**src/rtl/rf_pkg.sv**
```systemverilog
// Shared defaults and helpers for the scoreboarded register file.
package rf_pkg;

    localparam int XLEN_DEF = 32;
    localparam int NREG_DEF = 32;

    // Register-index width for a power-of-two register count.
    function automatic int rf_aw(input int nreg);
        int w;
        w = 0;
        while ((1 << w) < nreg) w++;
        return w;
    endfunction

    localparam int AW_DEF = rf_aw(NREG_DEF);

    typedef logic [AW_DEF-1:0] reg_idx_t;

endpackage

```
**src/rtl/rf_scoreboard.sv**
```systemverilog
// Busy-bit scoreboard: one pending-producer bit per register plus a
// registered population count of the bits.
import rf_pkg::*;

module rf_scoreboard #(
    parameter int NREG = NREG_DEF,
    parameter int AW   = rf_aw(NREG_DEF)
) (
    input  logic            clk,
    input  logic            rst,
    input  logic            wr_en,
    input  logic [AW-1:0]   wr_addr,
    input  logic            rsv_en,
    input  logic [AW-1:0]   rsv_addr,
    input  logic            flush,
    output logic [NREG-1:0] busy_vec,
    output logic [AW:0]     busy_cnt
);

    logic [NREG-1:0] busy_q, busy_d;
    logic [AW:0]     cnt_q, cnt_d;

    // Priority: flush > reserve > write-complete, so a producer issued in the
    // same cycle as an older one completes keeps the register busy.
    always_comb begin
        busy_d = busy_q;
        if (flush) begin
            busy_d = '0;
        end else begin
            if (wr_en && wr_addr != '0)
                busy_d[wr_addr] = 1'b0;
            if (rsv_en && rsv_addr != '0)
                busy_d[rsv_addr] = 1'b1;
        end
        cnt_d = '0;
        for (int i = 0; i < NREG; i++)
            cnt_d = cnt_d + (AW+1)'(busy_d[i]);
    end

    always_ff @(posedge clk or posedge rst) begin
        if (rst) begin
            busy_q <= '0;
            cnt_q  <= '0;
        end else begin
            busy_q <= busy_d;
            cnt_q  <= cnt_d;
        end
    end

    assign busy_vec = busy_q;
    assign busy_cnt = cnt_q;

endmodule

```
**src/rtl/reg_file_sb.sv**
```systemverilog
// Two-read/one-write register file with x0 hardwired to zero and a busy-bit
// scoreboard. Define REG_FILE_SB_BYPASS_EN to forward same-cycle writes to reads.
import rf_pkg::*;

module reg_file_sb #(
    parameter int XLEN = XLEN_DEF,
    parameter int NREG = NREG_DEF,
    localparam int AW  = rf_aw(NREG)
) (
    input  logic            clk,
    input  logic            rst,
    input  logic [AW-1:0]   rd_addr1,
    input  logic [AW-1:0]   rd_addr2,
    output logic [XLEN-1:0] rd_data1,
    output logic [XLEN-1:0] rd_data2,
    input  logic            wr_en,
    input  logic [AW-1:0]   wr_addr,
    input  logic [XLEN-1:0] wr_data,
    input  logic            rsv_en,
    input  logic [AW-1:0]   rsv_addr,
    input  logic            flush,
    output logic            busy1,
    output logic            busy2,
    output logic            stall,
    output logic [AW:0]     busy_cnt
);

    logic [NREG-1:0][XLEN-1:0] regs_q, regs_d;
    logic [NREG-1:0]           busy_vec;

    rf_scoreboard #(.NREG(NREG), .AW(AW)) u_sb (
        .clk      (clk),
        .rst      (rst),
        .wr_en    (wr_en),
        .wr_addr  (wr_addr),
        .rsv_en   (rsv_en),
        .rsv_addr (rsv_addr),
        .flush    (flush),
        .busy_vec (busy_vec),
        .busy_cnt (busy_cnt)
    );

    always_comb begin
        regs_d = regs_q;
        if (wr_en && wr_addr != '0)
            regs_d[wr_addr] = wr_data;
    end

    always_ff @(posedge clk or posedge rst) begin
        if (rst) regs_q <= '0;
        else     regs_q <= regs_d;
    end

    // Busy bit 0 is never set, so x0 reads as idle without a special case.
    always_comb begin
        rd_data1 = (rd_addr1 != '0) ? regs_q[rd_addr1] : '0;
        rd_data2 = (rd_addr2 != '0) ? regs_q[rd_addr2] : '0;
        busy1    = busy_vec[rd_addr1];
        busy2    = busy_vec[rd_addr2];
`ifdef REG_FILE_SB_BYPASS_EN
        if (wr_en && wr_addr == rd_addr1 && rd_addr1 != '0) begin
            rd_data1 = wr_data;
            if (!(rsv_en && rsv_addr == rd_addr1)) busy1 = 1'b0;
        end
        if (wr_en && wr_addr == rd_addr2 && rd_addr2 != '0) begin
            rd_data2 = wr_data;
            if (!(rsv_en && rsv_addr == rd_addr2)) busy2 = 1'b0;
        end
`endif
    end

    assign stall = busy1 | busy2;

endmodule

```
**config.mk**
```make
export PLATFORM = sky130hd
export DESIGN_NAME = reg_file_sb
export DESIGN_NICKNAME = d
export VERILOG_FILES = /design/src/rtl/rf_pkg.sv /design/src/rtl/rf_scoreboard.sv /design/src/rtl/reg_file_sb.sv
export SDC_FILE = /design/constraint.sdc
export NUM_CORES = 2
export LEC_CHECK = 0
export BUFFER_PORTS_ARGS = -buffer_cell sky130_fd_sc_hd__buf_2
export CORE_ASPECT_RATIO = 1.4
export CORE_MARGIN = 2
export CORE_UTILIZATION = 35
export CTS_BUF_LIST = sky130_fd_sc_hd__clkbuf_8 sky130_fd_sc_hd__clkbuf_16
export CTS_CLUSTER_SIZE = 12
export DETAILED_ROUTE_END_ITERATION = 6
export SLEW_MARGIN = 20
export SYNTH_ARGS = -nofsm -noshare
export SYNTH_HDL_FRONTEND = slang
export SYNTH_HIERARCHICAL = 1
export SYNTH_SLANG_ARGS = --single-unit
```
**constraint.sdc**
```tcl
create_clock -name clk -period 56.7 [get_ports clk]
set_input_delay 0 -clock clk [delete_from_list [all_inputs] [get_ports clk]]
set_output_delay 0 -clock clk [all_outputs]
set_load 0.05 [all_outputs]
```
=== After elaboration in Yosys (flattened, before gate mapping) ===
Cells that the tools add are included.

* Add/sub/neg operators: 31
* $lt $le $gt $ge: 6
* Multiplexer cells: 21
* Bitwise gates (word level): 4
* Reduce and logical (&&, ||, !) cells: 8

{| class="wikitable"
|+ Operator list
! kind !! number
|-
| $bwmux W1024 || 1
|-
| $bmux W32 S5 || 2
|-
| $mux W32 || 9
|-
| $add A6 B1 Y6 || 30
|-
| $demux W32 S5 || 1
|-
| $and A32 B32 Y32 || 1
|-
| $not A32 Y32 || 1
|-
| $or A32 B32 Y32 || 1
|-
| $lt A5 B6 Y1 const B || 4
|-
| $reduce_bool A5 Y1 || 4
|-
| $bmux W1 S5 || 2
|-
| $demux W1 S5 || 2
|-
| $ge A5 B1 Y1 const B || 2
|-
| $logic_and A1 B1 Y1 || 4
|-
| $mux W1 || 4
|-
| $add A1 B1 Y2 || 1
|-
| $or A1 B1 Y1 || 1
|}

* Bits in registers: 1062
* Bits of input ports: 57
* Output and inout bits: 73

=== Longest topological paths before layout ===
* Depth in word-level cells: 42
* Gate-level depth with buffers: 19

=== By module ===
Netlist, hierarchy kept.

{| class="wikitable"
|+ By module, submodules not included
! module !! instances !! cells each !! area an instance (um^2) !! sequential area each (um^2)
|-
| reg_file_sb || 1 || 3623 || 54986.5 || 25624.6
|-
| rf_scoreboard || 1 || 231 || 2487.4 || 950.9
|}

=== Least setup slack after synthesis ===
No wires, ideal clock.

* Path kind: input to register
* Start: in flush
* End: reg u_sb.cnt_q[4] (netlist: u_sb/busy_cnt[4])
* Library setup time: 0.080 ns
* Arrival: 4.734 ns
* Required time: 56.620 ns
* Setup slack: 51.886 ns
* Stages on the path: 18
* Path through: inv_1 > buf_1 > o211ai_1 > o21a_1 > fa_1 > fa_1 > inv_1 > fa_1 > inv_1 > fa_1 > fa_1 > inv_1 > fa_1 > ha_1 > fa_1 > a21o_1 > a21oi_1 > xnor2_1

* Longest elaborated chain between the ends: 32

{| class="wikitable"
|+ Ends and longest elaborated chain
! what !! RTL line !! RTL
|-
| from (decl) || reg_file_sb.sv:21 || <nowiki>input logic flush,</nowiki>
|-
| $mux W32 * || rf_scoreboard.sv:27 || <nowiki>if (flush) begin</nowiki>
|-
| $add A1 B1 Y2 || rf_scoreboard.sv:37 || <nowiki>cnt_d = cnt_d + (AW+1)'(busy_d[i]);</nowiki>
|-
| $add A6 B1 Y6 (29 in a row) || rf_scoreboard.sv:37 ||
|-
| $add A6 B1 Y6 * || rf_scoreboard.sv:37 ||
|-
| via u_sb.cnt_d[4] || rf_scoreboard.sv:21 || <nowiki>logic [AW:0] cnt_q, cnt_d;</nowiki>
|-
| to (signal assigned) || rf_scoreboard.sv:46 || <nowiki>cnt_q <= cnt_d;</nowiki>
|-
| to (decl) || rf_scoreboard.sv:21 ||
|}

The timed path passes the listed nets; every way through them passes the cells marked *.
A chain may end at the register's enable or synchronous reset.

=== Worst setup path in the final report ===
Same ends and word-level chain as after synthesis.

==> metrics.md <==
| Metric | Value |
|---|---|
| P_int | `0.001525 W` |
| Hold slack | `around 82 ps` |
| Period minus WS final | `5983 ps` |
| Cell type with the largest total area after synthesis | `dfrtp_1` |
| FP Rows | `176` |
| Die height | `483.5 um` |
| Startpoint Class | `input pin` |
| Met3 usage | `3.374%` |
| Commonest cells post-synth | `dfrtp_1 (1062), mux2_2 (996), mux4_2 (425), mux2i_1 (297), clkbuf_1 (192)` |
| Syn Nets | `3942` |
| Seq/Total Area, Yosys | `46.24%` |
| Num CTS Buffers | `105` |
| Status | `finished clean` |
| Clock root cell | `clkbuf_16` |
| Xor and xnor fraction of the mapped netlist area | `0.04572%` |
| Post-DP HPWL | `102.0 mm` |
| CTS tree | `yes` |
| Pwr Density | `33.69 nW/um^2` |
| Vias | `36400` |
| RSZ-0062 raised after global routing | `no` |
| All-Layer GR Usage | `21.70%` |
| Antenna Violating Nets Remaining | `0` |
| Final wirelength | `183.0 mm` |
| Clk buf depth | `3` |
| Worst-margin pin slew | `1118 ps` |
| Fmax | `0.1672 GHz` |
| FILL cells | `15230` |
| Met2 usage | `35.52%` |
| Clock Latency Late Sink | `740 ps` |
| Die X | `346.5 um` |
| DR DRC count | `0` |
| Normalized max-slew margin | `25.31%` |
| Routability congestion estimate | `between 0.8 and 0.9` |
| Die area | `167500 sq um` |
| Mean routed wirelength per cell | `between 30 and 40 um` |
| Max-slew violation count | `0` |
| First-pass GRT wire length | `268.2 mm` |
| Final TNS setup | `0 ps` |
| Worst VDD drop | `0.00002598 V` |
| Combinational group share of total power | `21.9%` |
| Top_reg_cell synth | `dfrtp_1` |
| Count leader, synth | `dfrtp_1` |
| Nature of the critical path endpoint | `register` |
| Largest fanout on the critical path | `33` |
| Area delta synth->final | `10.42%` |
| LEAKAGE | `27.46 nW` |
| Mapped Avg Cell Area | `14.91 sq um` |
| Nets | `3903` |
| CP arrival | `6640 ps` |
| Clock power share | `31.5%` |
| Core area | `163600 sq um` |
| Yosys reg bits | `1062` |
| Fin crit share | `10.55%` |
| Synth top area cells | `dfrtp_1 (46%), mux2_2 (20%), mux4_2 (17%)` |
| Starting density of the core | `35.13%` |
| Setup CP Type | `in2reg` |
| Vias/cell | `a little over 6` |
| Clock Skews | `between 10 and 15 ps` |
| Met1 usage | `28.90%` |
| Initial antenna violation count | `10` |
| Reg power frac | `46.6%` |
| Max H-tree Level | `3` |
| Clock sink total | `1062` |
| Input/output buffers | `129` |
| Setup violators final | `0` |
| Yosys top cell area share | `46.24%` |
| IO Pins | `130` |
| Mapped cell area | `57470 sq um` |
| Top Usage Layer GRT | `met2` |
| Adder-cell area share of the yosys netlist | `0.9884%` |
| Pre-antenna DRT Iters | `7` |
| Initial DRC count | `2938` |
| Worst Hold Class | `in2reg` |
| Worst-path clk slew | `60 ps` |
| Largest net degree at the start of global routing | `170` |
| Total gr overflow | `0` |
| Data required, critical path | `57360 ps` |
| Distinct cells, synth | `65` |
| Compound-Gate Fraction of Synth Area | `5.099%` |
| Combinational family with the most area after synthesis | `multiplexers` |
| Post-synthesis mux area share | `42.26%` |
| Hold Vio Cnt, Final | `0` |
| Switching Power | `0.0006136 W` |
| Yosys Warn Count | `6` |
| Async SR Flop Fraction | `100.0%` |
| Post-Synthesis Cells | `3854` |
| MaxCap Viol Count | `0` |
| Vias in the first global route | `38150` |
| Simple-gate share of the synthesized area | `1.489%` |
| Fraction of layout cells with a size suffix above 1 | `47.36%` |
| Number of synthesized flops with an enable pin | `0` |
| Switching power share of the total | `roughly 29%` |
| CTS resizes | `0` |
==> critical path: stages <==
cell and delay [ps]:
dlygate4sd3_1 540, buf_2 160, inv_1 690, nand3_1 600, o21a_1 360, fa_1 530, fa_1 560, inv_1 60
fa_1 480, inv_1 50, fa_1 470, fa_1 490, inv_1 50, fa_1 430, ha_1 230, fa_1 470
a21o_1 180, a21oi_1 160, xnor2_1 130
==> layout make-up <==
cell class	instances	area (sq um)	share of cell area, %
Clock inverter	31	170.2	0.2681
Sequential cell	1062	26580	41.87
Tap cell	2136	2673	4.211
Inverter	32	127.6	0.2011
Clock buffer	129	2992	4.714
Timing Repair Buffer	279	2048	3.227
Multi-Input combinational cell	2335	28860	45.48
Antenna cell	7	17.52	0.02760
==> state kept, by name (all words and copies together) (netlist names) <==
register / count
u_sb/busy_vec: 32
u_sb/busy_cnt: 6
regs_q: 1024
==> kinds of logic (layout without fill, tap and decap cells) <==
logic type	count (synthesis)	after routing
AOI/OAI and AO/OA	385	385
xor gates and xnor gates	3	3
adders and majority gates	31	31
buffers and inverters	457	471
DFF	1062	1062
muxes	1753	1753
other	0	7
and+or+nand+nor	163	163
==> cells in the final DEF (no fill, tap or decap), types with 46 or more instances in the layout <==
| cell | Yosys | routed |
|---|---|---|
| mux2i_1 | 297 | 297 |
| mux2_2 | 996 | 996 |
| clkbuf_16 | 0 | 108 |
| buf_4 | 36 | 83 |
| inv_1 | 32 | 50 |
| o221ai_1 | 64 | 64 |
| o21ai_0 | 46 | 46 |
| mux4_2 | 425 | 425 |
| dlygate4sd3_1 | 0 | 61 |
| buf_2 | 108 | 124 |
| dfrtp_1 | 1062 | 1062 |
==> per-stage QoR <==
| stage | util [%] | power (W) | instances | cell area, sq um | setup WS [ps] |
|---|---|---|---|---|---|
| floorplan | - | 0.001353 | 3854 | 57470 | 27880 |
| global placement | 36.44 | 0.001458 | 5781 | 59620 | 50630 |
| detailed placement | 36.45 | 0.001474 | 5782 | 59640 | 50600 |
| CTS | 38.75 | 0.002152 | 6002 | 63410 | 50820 |
| global route | 38.78 | 0.002232 | 6005 | 63450 | 50400 |
| finish | 38.79 | 0.002138 | 6011 | 63460 | 50720 |
==> power by group through the flow <==
stage          logic, W  registers (W)  clock network (W)
2_1_floorplan  0.000375       0.000979                  0
3_3_place_gp   0.000460       0.000998                  0
3_5_place_dp   0.000468        0.00101                  0
4_1_cts        0.000472       0.000993           0.000687
5_1_grt        0.000502        0.00101           0.000717
6_report       0.000469       0.000997           0.000673
==> worst paths after layout <==
path	from	end	slack, ps	cells after the start
max	flush	u_sb/busy_cnt[4]$_DFF_PP0_	50720	19
min	flush	u_sb/busy_vec[0]$_DFF_PP0_	80	3
max reg2reg	u_sb/busy_vec[23]$_DFF_PP0_	u_sb/busy_cnt[4]$_DFF_PP0_	51660	16
min reg2reg	regs_q[10]$_DFFE_PP0P_	regs_q[10]$_DFFE_PP0P_	390	0
max in group asynchronous	rst	regs_q[17]$_DFFE_PP0P_	51390	10
min in group asynchronous	rst	regs_q[985]$_DFFE_PP0P_	350	4
==> what timing repair did <==
action                                 in CTS  in global routing
setup buffers                               0                  0
hold buffers                               60                  1
endpoints found under the hold margin    1196                 46
==> layer usage <==
layer	wire length, um	up-vias	share of wire [%]
li1	-	14810	-
met1	77270	20020	42
met2	88440	1221	48
met3	10220	347	5.6
met4	6987	8	3.8
met5	45	-	0.025
Note: power is estimated with default switching activity, not from simulation.
